==> src/rtl/mipi_csi2_pkt_dec.sv <==
// mipi_csi2_pkt_dec
// CSI-2 packet layer: turns the PHY byte stream into a pixel stream with
// frame/line valids. Decodes FS/FE short packets and RAW8/RAW10/RAW12 long
// packets on one selected virtual channel. It checks the payload CRC-16 and
// flags word-count and truncation errors.
//
// Ports
//   clk        PHY byte clock
//   reset      synchronous, active-high
//   enable     new packets accepted only while high (sampled in IDLE)
//   byte_we    byte valid, high for the whole packet
//   byte_data  packet byte
//   vc_sel     virtual channel to accept
//   dato       pixel, LSB-justified, upper bits zero
//   dvo        pixel valid
//   lvo        line valid
//   fvo        frame valid
//   frame_cnt  accepted Frame Starts (wraps)
//   line_cnt   completed image lines in current frame
//   crc_err    one-cycle pulse on payload CRC mismatch
//   wc_err     one-cycle pulse on bad word count or truncated packet
module mipi_csi2_pkt_dec #(
  parameter int DATA_WIDTH = 12,
  parameter int CNT_WIDTH  = 16
) (
  input  logic                  clk,
  input  logic                  reset,
  input  logic                  enable,
  input  logic                  byte_we,
  input  logic [7:0]            byte_data,
  input  logic [1:0]            vc_sel,
  output logic [DATA_WIDTH-1:0] dato,
  output logic                  dvo,
  output logic                  lvo,
  output logic                  fvo,
  output logic [CNT_WIDTH-1:0]  frame_cnt,
  output logic [CNT_WIDTH-1:0]  line_cnt,
  output logic                  crc_err,
  output logic                  wc_err
);

  localparam logic [5:0] DT_FS    = 6'h00;
  localparam logic [5:0] DT_FE    = 6'h01;
  localparam logic [5:0] DT_RAW8  = 6'h2A;
  localparam logic [5:0] DT_RAW10 = 6'h2B;
  localparam logic [5:0] DT_RAW12 = 6'h2C;

  typedef enum logic [2:0] {
    S_IDLE, S_HEADER, S_PAYLOAD, S_CRC, S_DRAIN, S_SKIP
  } state_t;

  typedef enum logic [1:0] {M_RAW8, M_RAW10, M_RAW12} mode_t;

  typedef logic [DATA_WIDTH-1:0] pix_t;

  state_t      state, state_n;
  mode_t       mode, img_mode;
  logic [1:0]  hdr_idx;
  logic [7:0]  di;
  logic [15:0] wc;
  logic [15:0] byte_cnt;
  logic [2:0]  grp_idx;
  logic [7:0]  grp [4];
  pix_t        shadow [3];
  logic [1:0]  sh_cnt;
  logic [15:0] crc;
  logic [7:0]  crc_lo;
  logic        crc_idx;

  logic start_img, is_fs, is_fe, pay_last, abort, drain_done;
  pix_t p10 [4];
  pix_t p12 [2];

  function automatic logic [15:0] crc16_byte(input logic [15:0] c,
                                             input logic [7:0]  d);
    logic [15:0] r;
    r = c;
    for (int unsigned i = 0; i < 8; i++) begin
      if (r[0] ^ d[i]) r = (r >> 1) ^ 16'h8408;
      else             r = r >> 1;
    end
    return r;
  endfunction

  // Pixels of a group, valid on the cycle its last byte is on byte_data.
  always_comb begin
    for (int unsigned k = 0; k < 4; k++)
      p10[k] = pix_t'({grp[k], byte_data[2*k +: 2]});
    p12[0] = pix_t'({grp[0], byte_data[3:0]});
    p12[1] = pix_t'({grp[1], byte_data[7:4]});
  end

  always_ff @(posedge clk) begin
    if (reset) state <= S_IDLE;
    else       state <= state_n;
  end

  always_comb begin
    state_n    = state;
    start_img  = 1'b0;
    img_mode   = M_RAW8;
    is_fs      = 1'b0;
    is_fe      = 1'b0;
    pay_last   = 1'b0;
    abort      = 1'b0;
    drain_done = 1'b0;
    case (state)
      S_IDLE:
        if (byte_we && enable) state_n = S_HEADER;
      S_HEADER:
        if (!byte_we) state_n = S_IDLE;
        else if (hdr_idx == 2'd3) begin
          state_n = S_SKIP;
          if (di[7:6] == vc_sel) begin
            case (di[5:0])
              DT_FS:    is_fs = 1'b1;
              DT_FE:    is_fe = 1'b1;
              DT_RAW8:  begin start_img = 1'b1; img_mode = M_RAW8;  end
              DT_RAW10: begin start_img = 1'b1; img_mode = M_RAW10; end
              DT_RAW12: begin start_img = 1'b1; img_mode = M_RAW12; end
              default: ;
            endcase
          end
          if (start_img) state_n = (wc == 16'd0) ? S_CRC : S_PAYLOAD;
        end
      S_PAYLOAD:
        if (!byte_we) begin
          abort   = 1'b1;
          state_n = S_IDLE;
        end else if (byte_cnt == wc - 16'd1) begin
          pay_last = 1'b1;
          state_n  = S_CRC;
        end
      S_CRC:
        if (!byte_we) begin
          abort   = 1'b1;
          state_n = S_IDLE;
        end else if (crc_idx) begin
          state_n = S_DRAIN;
        end
      S_DRAIN:
        // The pixel loaded last edge is on dato now; lvo drops after it.
        if (sh_cnt == 2'd0) begin
          drain_done = 1'b1;
          state_n    = byte_we ? S_SKIP : S_IDLE;
        end
      S_SKIP:
        if (!byte_we) state_n = S_IDLE;
      default: state_n = S_IDLE;
    endcase
  end

  always_ff @(posedge clk) begin
    if (reset) begin
      dato      <= '0;
      dvo       <= 1'b0;
      lvo       <= 1'b0;
      fvo       <= 1'b0;
      frame_cnt <= '0;
      line_cnt  <= '0;
      crc_err   <= 1'b0;
      wc_err    <= 1'b0;
      mode      <= M_RAW8;
      hdr_idx   <= '0;
      di        <= '0;
      wc        <= '0;
      byte_cnt  <= '0;
      grp_idx   <= '0;
      sh_cnt    <= '0;
      crc       <= '1;
      crc_lo    <= '0;
      crc_idx   <= 1'b0;
      for (int unsigned i = 0; i < 4; i++) grp[i] <= '0;
      for (int unsigned i = 0; i < 3; i++) shadow[i] <= '0;
    end else begin
      crc_err <= 1'b0;
      wc_err  <= 1'b0;

      if (sh_cnt != 2'd0) begin
        dato      <= shadow[0];
        shadow[0] <= shadow[1];
        shadow[1] <= shadow[2];
        sh_cnt    <= sh_cnt - 2'd1;
        dvo       <= 1'b1;
      end else begin
        dvo <= 1'b0;
      end

      if (state == S_IDLE && byte_we && enable) begin
        di      <= byte_data;
        hdr_idx <= 2'd1;
      end

      if (state == S_HEADER && byte_we) begin
        hdr_idx <= hdr_idx + 2'd1;
        if (hdr_idx == 2'd1) wc[7:0]  <= byte_data;
        if (hdr_idx == 2'd2) wc[15:8] <= byte_data;
      end

      if (is_fs) begin
        fvo       <= 1'b1;
        frame_cnt <= frame_cnt + CNT_WIDTH'(1);
        line_cnt  <= '0;
      end
      if (is_fe) fvo <= 1'b0;

      if (start_img) begin
        mode     <= img_mode;
        byte_cnt <= '0;
        grp_idx  <= '0;
        crc      <= 16'hFFFF;
        crc_idx  <= 1'b0;
      end

      if (state == S_PAYLOAD && byte_we) begin
        crc      <= crc16_byte(crc, byte_data);
        byte_cnt <= byte_cnt + 16'd1;
        case (mode)
          M_RAW8: begin
            dato <= pix_t'(byte_data);
            dvo  <= 1'b1;
            lvo  <= 1'b1;
          end
          M_RAW10:
            // Shadow is always empty here: a 5-byte group outlasts a 4-pixel drain.
            if (grp_idx == 3'd4) begin
              dato      <= p10[0];
              shadow[0] <= p10[1];
              shadow[1] <= p10[2];
              shadow[2] <= p10[3];
              sh_cnt    <= 2'd3;
              dvo       <= 1'b1;
              lvo       <= 1'b1;
              grp_idx   <= '0;
            end else begin
              grp[grp_idx[1:0]] <= byte_data;
              grp_idx           <= grp_idx + 3'd1;
            end
          M_RAW12:
            if (grp_idx == 3'd2) begin
              dato      <= p12[0];
              shadow[0] <= p12[1];
              sh_cnt    <= 2'd1;
              dvo       <= 1'b1;
              lvo       <= 1'b1;
              grp_idx   <= '0;
            end else begin
              grp[grp_idx[1:0]] <= byte_data;
              grp_idx           <= grp_idx + 3'd1;
            end
          default: ;
        endcase
        // The last byte must close a group, otherwise WC was not a multiple.
        if (pay_last)
          wc_err <= (mode == M_RAW10 && grp_idx != 3'd4) ||
                    (mode == M_RAW12 && grp_idx != 3'd2);
      end

      if (state == S_CRC && byte_we) begin
        if (!crc_idx) begin
          crc_lo  <= byte_data;
          crc_idx <= 1'b1;
        end else begin
          crc_err <= (crc != {byte_data, crc_lo});
        end
      end

      if (drain_done) begin
        lvo <= 1'b0;
        if (lvo) line_cnt <= line_cnt + CNT_WIDTH'(1);
      end

      if (abort) begin
        wc_err  <= 1'b1;
        dvo     <= 1'b0;
        lvo     <= 1'b0;
        sh_cnt  <= '0;
        grp_idx <= '0;
      end
    end
  end

endmodule

==> config.mk <==
export PLATFORM = sky130hd
export DESIGN_NAME = mipi_csi2_pkt_dec
export DESIGN_NICKNAME = d
export VERILOG_FILES = /design/src/rtl/mipi_csi2_pkt_dec.sv
export SDC_FILE = /design/constraint.sdc
export NUM_CORES = 1
export LEC_CHECK = 0
export BUFFER_PORTS_ARGS = -buffer_cell sky130_fd_sc_hd__buf_2
export CAP_MARGIN = 5
export CORE_ASPECT_RATIO = 1.25
export CORE_MARGIN = 2
export CORE_UTILIZATION = 55
export DETAILED_ROUTE_END_ITERATION = 6
export PLACE_DENSITY = 0.8
export SLEW_MARGIN = 20
export SYNTH_ARGS = -nofsm -noshare
export SYNTH_HDL_FRONTEND = slang
export SYNTH_SLANG_ARGS = --single-unit
==> constraint.sdc <==
create_clock -name clk -period 2.3 [get_ports clk]
set_clock_uncertainty 0.1 [all_clocks]
set_input_delay 0.115 -clock clk [delete_from_list [all_inputs] [get_ports clk]]
set_output_delay 0.115 -clock clk [all_outputs]
set_load 0.01 [all_outputs]
==> flow_summary.ini, run 1 <==
[detailed_routing]
wl_met2_um = 11100
wl_met1_um = 9610
wl_um = 22800
highest_layer = met4
first_iter_violations = 535
vias = 7814
drt_first_pass_iters = 5
post-route-drc-count = 0
viasPerCell = 5.80
ant_nets = 0
route.met3.wl_um = 1460
wl_per_cell_um = 16.9

[min_path]
holdPathStages = 4
hold_start = byte_we
hp-class = input port to flip-flop
hold_end = state[2]

[setup_path]
end_kind = flip-flop
worst_path_max_delay_cell = or4b_4
crit_type = flip-flop to flip-flop
slowest_delay_ps = 500
reg2reg_to = state[0]
cp_cell_sequence = inv_2 > ha_4 > or4b_4 > or4_4 > o32ai_4 > o21ai_2 > nor4b_4 > o211a_1
cp.arrival_ps = 2570
rr_worst_depth = 8
start_kind = flip-flop
crit_fanout = 4
crit_start = wc[1]
r2r_start = wc[1]
r2r_slack_ps = 10
cp_data_required_time_ps = 2580

[sta]
setup_viol = 0
relSlewSlack = 0.528
tns_ps = 0
hold_violations = 0
max_clock_freq_mhz = 438
rsz0062_at_grt = yes
fin_crit_ps = 2290
maxSlewViolCount = 0
tightest_slew_ps = 708
period_share = 0.994

[place]
port_buffers = 62
gp_congestion = 0.904
placed_area_mm2 = 0.0103
dpl.hpwl_um = 16000
post-place-cells = 1310

[finish]
final_cell_count_no_fill = 1348
layout_commonest_cell = dfxtp_1
mostFrequentLayoutCells = dfxtp_1 (124), nand2_1 (112), nor2_1 (105)
drive_gt1_frac = 0.179
area_growth_pct = 17.1
final_cell_area_mm2 = 0.0110
nets = 1144

[synthesis]
yosysTopAreaCell = dfxtp_1
syn_area_per_cell_um2 = 9.16
synth_edf_count = 64
netlist_instances = 1026
synth_cell_type_count = 62
synth-seq-area-share = 0.473
synth_area_mm2 = 0.00940
synth_fp_nets = 1056
async_flop_share = 0
synthTopCellsByArea = dfxtp_1 (27%), edfxtp_1 (20%), xnor2_1 (5.3%)
ys_ff_latch = 190
ys_warn_count = 0
yosysTopAreaCellShare = 0.268
synth_top_flop_cell = dfxtp_1

[cts]
cts_num_sinks = 190
cts_tree = built
clockBufferDepth = 2
htree_levels = 4
clk_pin_slew_ps = 70
clkLatencyLatePin_ps = 440
cts_buffers = 17
root_buffer = clkbuf_16

[run]
cap_viol_max_count = 0

[grt]
grt_max_degree = 69
grt_usage = 0.255
grt_pass1_vias = 7365
grt_pass1_wl_um = 36500
antenna_found_initial = 1
gr-total-overflow = 0

[pwr]
ir_drop_uv = 399
power.density_mw_per_mm2 = 630
leakage_uw = 0.00432

[floorplan]
core_area_mm2 = 0.0168
die_x_um = 121
start_util = 0.560
dieArea_mm2 = 0.0182
fp.dieH_um = 150
ios = 63
num_rows = 53

[status]
status = complete, no violations
[state kept, by name (all words and copies together), names as in the netlist, 2 cells and up]
name and flops:
grp 32, shadow 32, byte_cnt 16, crc 16
frame_cnt 16, line_cnt 16, wc 16, dato 12
crc_lo 8, di 8, grp_idx 3, state 3
hdr_idx 2, mode 2, sh_cnt 2
[worst max-delay path by stage]
stage	slack [ps]	endpoint	depth (start not counted)
after floorplan	5	state[0]	8
after global placement	-30	state[0]	8
after detailed placement	-70	state[0]	8
after CTS	-70	state[0]	8
after global routing	-60	state[0]	8
final	10	state[0]	8
[final cells by class]
class,count,area (um^2)
Sequential cell,190,4450
Clock buffer,17,425
Fill cell,1298,5770
Timing Repair Buffer,135,868
Tap cell,220,275
Multi-Input combinational cell,752,4760
Antenna cell,1,2.50
Inverter,18,67.6
Clock inverter,15,160
[cells in the mapped netlist (all sizes together) (4+ instances only)]
cell	number
o21ai	50
buf	10
nor4	5
nor4b	4
or2	4
dfxtp	126
mux2	7
xnor2	57
mux2i	26
nor3	25
clkbuf	56
nand2	112
nor2b	4
nand3b	8
a222oi	4
or4	4
nand3	33
or3	6
inv	18
ha	16
nor3b	10
a211oi	6
nor2	107
a31oi	7
xor2	27
a21oi	63
a22oi	6
edfxtp	64
o31ai	11
o22a	9
nand4	18
and2	42
nand2b	8
and3	33
[through the flow]
| step | power, uW | setup slack, ps | hold WS, ps | utilization |
|---|---|---|---|---|
| 3_3_place_gp | 4060 | -31.6 | 300 | 0.612 |
| 4_1_cts | 6960 | -67.9 | 61.0 | 0.651 |
| 6_report | 6940 | 14.9 | 73.9 | 0.656 |
| 3_5_place_dp | 4070 | -66.8 | 296 | 0.612 |
| 5_1_grt | 7130 | -57.8 | 84.5 | 0.656 |
| 2_1_floorplan | 3910 | 5.33 | 314 | - |
[kinds of logic after synthesis]
logic type      after synthesis  share of synthesized area
compound gates              187                      0.123
xor+xnor                     85                     0.0807
fa+ha+maj                    16                     0.0213
buf+inv                      84                     0.0359
flops                       190                      0.473
mux                          33                     0.0361
simple gates                431                      0.231
[metal layers]
layer,vias to the layer above,global-route usage
li1,3791,-
met1,3697,0.315
met2,276,0.440
met3,50,0.0455
met4,0,0.104
met5,-,0
[where the power goes]
part           leakage, uW  switching [uW]  internal, uW  total [uW]
Clock             0.000289            1450          1460        2910
Sequential         0.00163            41.3          3530        3570
Combinational      0.00241             274           178         453
Total              0.00432            1760          5170        6940
[repair_timing]
item,4_1_cts,5_1_grt
endpoints found under the hold margin,3,0
buffers inserted,1,1
gates resized for setup,5,17
pin swaps,6,3
setup endpoints to repair,2,16
hold buffers,3,0
[critical path: cells and delay by family, from the launching register on]
family,cells,cell delay [ps]
fa+ha+maj,1,130
simple gates,3,1200
flops,1,330
buf+inv,1,80
compound gates,3,390
Power figures use the tool's default switching activity.
==> run 2, diff against run 1 <==
--- a/config.mk
+++ b/config.mk
@@ -5,6 +5,7 @@
 export SDC_FILE = /design/constraint.sdc
 export NUM_CORES = 1
 export LEC_CHECK = 0
+export ABC_AREA = 1
 export BUFFER_PORTS_ARGS = -buffer_cell sky130_fd_sc_hd__buf_2
 export CAP_MARGIN = 5
 export CORE_ASPECT_RATIO = 1.25
@@ -12,7 +13,6 @@
 export CORE_UTILIZATION = 55
 export DETAILED_ROUTE_END_ITERATION = 6
 export PLACE_DENSITY = 0.8
-export SLEW_MARGIN = 20
 export SYNTH_ARGS = -nofsm -noshare
 export SYNTH_HDL_FRONTEND = slang
 export SYNTH_SLANG_ARGS = --single-unit
==> flow_summary.ini, run 2 <==
[synthesis]
synth_edf_count = 64
yosysTopAreaCell = dfxtp_1
synth_compound_gate_area_share = 0.138
yosysMostFrequentCell = nand2_1
synth_area_mm2 = 0.00943
netlist_instances = 1230
ys_ff_latch = 190
synth_fa_ha_area_frac = 0.0212
synth_fp_nets = 1260
synth-seq-area-share = 0.471
synth_top_family_by_area = simple AND/OR/NAND/NOR gates
synth_xor_area_frac = 0.0390
yosysTopAreaCellShare = 0.267
ys_top_cells_by_count = nand2_1 (282), inv_1 (155), nor2_1 (146), dfxtp_1 (126), a21oi_1 (91)
synth_cell_type_count = 44
synth_top_flop_cell = dfxtp_1
async_flop_share = 0
synthTopCellsByArea = dfxtp_1 (27%), edfxtp_1 (20%), nand2_1 (11%)
syn_area_per_cell_um2 = 7.67
ys_warn_count = 0
synthMuxAreaShare = 0
synth_simple_gate_area_share = 0.252

[setup_path]
cp.arrival_ps = 2330
rr_worst_depth = 10
start_kind = flip-flop
crit_type = flip-flop to flip-flop
cp-endpoint = shadow[0][9]
reg2reg_to = shadow[0][9]
r2r_slack_ps = 50
crit_start = state[1]
cp_data_required_time_ps = 2380
crit_fanout = 40
r2r_start = state[1]
end_kind = flip-flop

[sta]
relSlewSlack = 0.656
max_clock_freq_mhz = 444
tightest_slew_ps = 515
tns_ps = 0
setup_viol = 0
fin_crit_ps = 2250
rsz0062_at_grt = yes
hold_violations = 0
maxSlewViolCount = 0
period_share = 0.979

[place]
port_buffers = 62
dpl.hpwl_um = 17100
gp_congestion = 0.945
post-place-cells = 1516

[finish]
layout_commonest_cell = nand2_1
nFillCells = 1382
seqCellArea_mm2 = 0.00445
area_growth_pct = 16.4
drive_gt1_frac = 0.141
final_cell_count_no_fill = 1559
multiInputGateArea_mm2 = 0.00435
reg_top3 = grp (32), shadow (32)
mostFrequentLayoutCells = nand2_1 (274), inv_1 (152), nor2_1 (138)
nets = 1356
diodes = 0

[detailed_routing]
ant_nets = 0
viasPerCell = 5.50
wl_um = 23900
wl_per_cell_um = 15.3
first_iter_violations = 719
drt_first_pass_iters = 5
vias = 8577
post-route-drc-count = 0

[cts]
htree_levels = 4
root_buffer = clkbuf_16
clk_pin_slew_ps = 70
clockBufferDepth = 2
cts_num_sinks = 190
cts_buffers = 17
clkLatencyLatePin_ps = 440
cts_tree = built

[grt]
grt_pass1_vias = 8078
grt_usage = 0.267
grt_max_degree = 41
grt_pass1_wl_um = 38300
gr-total-overflow = 0
antenna_found_initial = 0

[floorplan]
core_area_mm2 = 0.0168
start_util = 0.562
fp.dieH_um = 150
ios = 63
die_x_um = 121
num_rows = 53
dieArea_mm2 = 0.0182

[pwr]
internal_power_uw = 5790
power_switching_uw = 2510
seqPwrFrac = 0.457
power_uw = 8300
power_frac_comb = 0.177
clkPwrFrac = 0.366
power.density_mw_per_mm2 = 756
leakage_uw = 0.00457
swShare = 0.302
ir_drop_uv = 488

[status]
status = complete, no violations

[min_path]
hp-class = input port to flip-flop

[run]
cap_viol_max_count = 0
==> run 2: per-layer routing <==
| metal | share of wire | GRT usage | vias to the layer above |
|---|---|---|---|
| met5 | 0 | 0 | - |
| met4 | 0.032 | 0.116 | 0 |
| met3 | 0.060 | 0.0527 | 69 |
| met2 | 0.51 | 0.474 | 248 |
| met1 | 0.40 | 0.311 | 4033 |
| li1 | - | - | 4227 |
==> run 2: critical path, stage by stage, from the launching register on <==
cell and delay [ps]:
dfxtp_1 460, inv_2 100, nor4_4 280, inv_2 100, nor2_4 100, inv_2 120, nor2_4 110, buf_6 260
nand2_1 120, o211ai_1 130, o21ai_0 120
==> run 2: kinds of logic (layout without fill, tap and decap cells) <==
kind of cell,after synthesis,count (layout)
XOR/XNOR,42,42
AND/OR/NAND/NOR,558,559
flip-flops,190,190
buffers and inverters,195,303
adder cells (fa/ha/maj),16,16
AO/OA/AOI/OAI,229,229
==> run 2: layout make-up <==
class | count | share of cell area
Clock buffer | 18 | 0.0391
Clock inverter | 14 | 0.0160
Inverter | 162 | 0.0554
Multi-Input combinational cell | 846 | 0.396
Sequential cell | 190 | 0.405
Tap cell | 220 | 0.0251
Timing Repair Buffer | 109 | 0.0630
==> run 2: power by group through the flow <==
stage / combinational [uW] / sequential, uW / clock [uW]
global route: 1650 / 3810 / 3200
CTS: 1390 / 3780 / 3050
floorplan: 991 / 3820 / 0
detailed placement: 1360 / 3850 / 0
global placement: 1330 / 3840 / 0
finish: 1470 / 3790 / 3040
==> run 2: stage by stage <==
step / util / hold WS (ps) / cell area, um^2 / setup slack, ps
floorplan: - / 180 / 9440 / 21.5
global placement: 0.606 / 364 / 10200 / 74.4
detailed placement: 0.606 / 367 / 10200 / 16.0
CTS: 0.648 / 64.7 / 10900 / 4.08
global route: 0.654 / 165 / 11000 / -29.9
finish: 0.654 / 86.0 / 11000 / 47.4
==> run 2: repair_timing <==
item / 4_1_cts / 5_1_grt
endpoints found under the setup margin: 1 / 52
hold buffers: 10 / 0
setup buffers: 0 / 0
endpoints found under the hold margin: 18 / 0
cloned: 0 / 1
gates resized for setup: 3 / 33
pin swaps: 0 / 4
==> run 2: how the worst min path moves through the flow <==
stage | slack [ps] | end | from | cells past startpoint
after floorplan | 180 | dato[0] | byte_data[0] | 2
after global placement | 360 | crc_idx | crc_idx | 2
after detailed placement | 370 | line_cnt[9] | line_cnt[9] | 2
after CTS | 60 | mode[1] | vc_sel[0] | 6
after global routing | 160 | mode[1] | vc_sel[0] | 6
final | 90 | mode[1] | vc_sel[0] | 6
==> run 3, diff against run 2 <==
--- a/config.mk
+++ b/config.mk
@@ -8,7 +8,7 @@
 export ABC_AREA = 1
 export BUFFER_PORTS_ARGS = -buffer_cell sky130_fd_sc_hd__buf_2
 export CAP_MARGIN = 5
-export CORE_ASPECT_RATIO = 1.25
+export CORE_ASPECT_RATIO = 1.4
 export CORE_MARGIN = 2
 export CORE_UTILIZATION = 55
 export DETAILED_ROUTE_END_ITERATION = 6
==> flow_summary.ini, run 3 (synthesis gave the netlist of run 2 again) <==
[finish]
reg_top3 = grp (32), shadow (32)
mostFrequentLayoutCells = nand2_1 (275), inv_1 (153), nor2_1 (136)
drive_gt1_frac = 0.143
layout_commonest_cell = nand2_1
diodes = 0
area_growth_pct = 16.5
post-route-util = 0.656
nets = 1355

[setup_path]
rr_worst_depth = 10
reg2reg_to = shadow[0][2]
end_kind = flip-flop
crit_type = flip-flop to flip-flop
start_kind = flip-flop
r2r_start = state[1]
cp.arrival_ps = 2210
crit_start = state[1]
crit_fanout = 20
r2r_slack_ps = 150
cp-endpoint = shadow[0][2]
cp_data_required_time_ps = 2360

[detailed_routing]
vias = 8549
wl_met2_um = 12900
post-route-drc-count = 0
drt_first_pass_iters = 5
wl_met1_um = 9330
wl_um = 24300
route.met3.wl_um = 1250
ant_nets = 0
wl_per_cell_um = 15.8
first_iter_violations = 698
viasPerCell = 5.55
highest_layer = met4

[grt]
grt_pass1_wl_um = 39100
gr-total-overflow = 0
grt_pass1_vias = 8227
grt_max_degree = 33
antenna_found_initial = 0
grt_usage = 0.270

[cts]
cts_num_sinks = 190
cts_buffers = 17
htree_levels = 4
root_buffer = clkbuf_16
clk_pin_slew_ps = 70
clkLatencyLatePin_ps = 430
cts_tree = built
clockBufferDepth = 2

[sta]
hold_violations = 0
tns_ps = 0
max_clock_freq_mhz = 464
holdWs_ps = 49.4
fin_crit_ps = 2150
period_share = 0.936
setup_viol = 0
maxSlewViolCount = 0
tightest_slew_ps = 582
relSlewSlack = 0.609

[floorplan]
ios = 63
dieArea_mm2 = 0.0182
die_x_um = 115
start_util = 0.563
fp.dieH_um = 159
core_area_mm2 = 0.0167
num_rows = 56

[pwr]
ir_drop_uv = 474
power.density_mw_per_mm2 = 772
leakage_uw = 0.00460

[place]
gp_congestion = 0.918
dpl.hpwl_um = 17500
port_buffers = 62

[min_path]
hp-class = input port to flip-flop

[status]
status = complete, no violations

[run]
cap_viol_max_count = 0
[run 3: changes by cell type in the layout (fill, tap and decap cells not counted), sizes merged]
cell / delta
buf: +2
bufinv: +2
clkinv: +1
clkinvlp: -3
dlygate4sd3: -2
nor2: -1
[run 3: critical path, stage by stage (launching register included)]
cell	delay, ps
dfxtp_2	390
inv_2	80
nor4_4	300
inv_2	90
nor2_4	120
inv_2	130
nor2_4	170
buf_6	200
nand2_1	80
o211ai_1	100
o21ai_0	120
[run 3: through the flow]
step | power [uW] | std cells | area [um^2] | setup slack, ps
floorplan | 4810 | 1230 | 9440 | 21.5
finish | 8480 | 1541 | 11000 | 146
CTS | 8390 | 1541 | 10900 | 14.3
global route | 8830 | 1541 | 11000 | -8.43
detailed placement | 5210 | 1501 | 10200 | 17.5
global placement | 5170 | 1501 | 10200 | -4.34
[run 3: area by class of cell]
class / count / area [um^2]
well taps: 203 / 254
multi-input cells: 845 / 4360
clock inverters: 14 / 203
repair buffers: 109 / 687
flip-flops and latches: 190 / 4450
clock buffers: 18 / 429
fillers: 1386 / 5760
inverters: 162 / 608
[run 3: report_power, final]
group	internal, uW	switching [uW]	leakage (uW)
Clock	1850	1350	0.000309
Sequential	3640	153	0.00167
Combinational	510	979	0.00262
[run 3: worst min path at each step]
stage                       startpoint  cells after the start       to  slack (ps)
after floorplan           byte_data[0]                      2  dato[0]         180
after global placement           reset                      2  mode[1]         350
after detailed placement         reset                      2  mode[1]         360
after CTS                 byte_data[4]                      3   wc[12]          20
after global routing      byte_data[4]                      3   wc[12]          50
final                     byte_data[4]                      3   wc[12]          50
[run 3: per-layer routing]
metal,up-vias,GRT usage
li1,4227,-
met1,3961,0.298
met2,285,0.487
met3,76,0.0510
met4,0,0.130
met5,-,0
[run 3: repair_timing]
action	CTS	global route
endpoints found under the hold margin	11	0
hold buffers	8	0
setup buffers	0	0
gates resized for setup	2	35
pin swaps	0	2
setup endpoints to repair	2	93
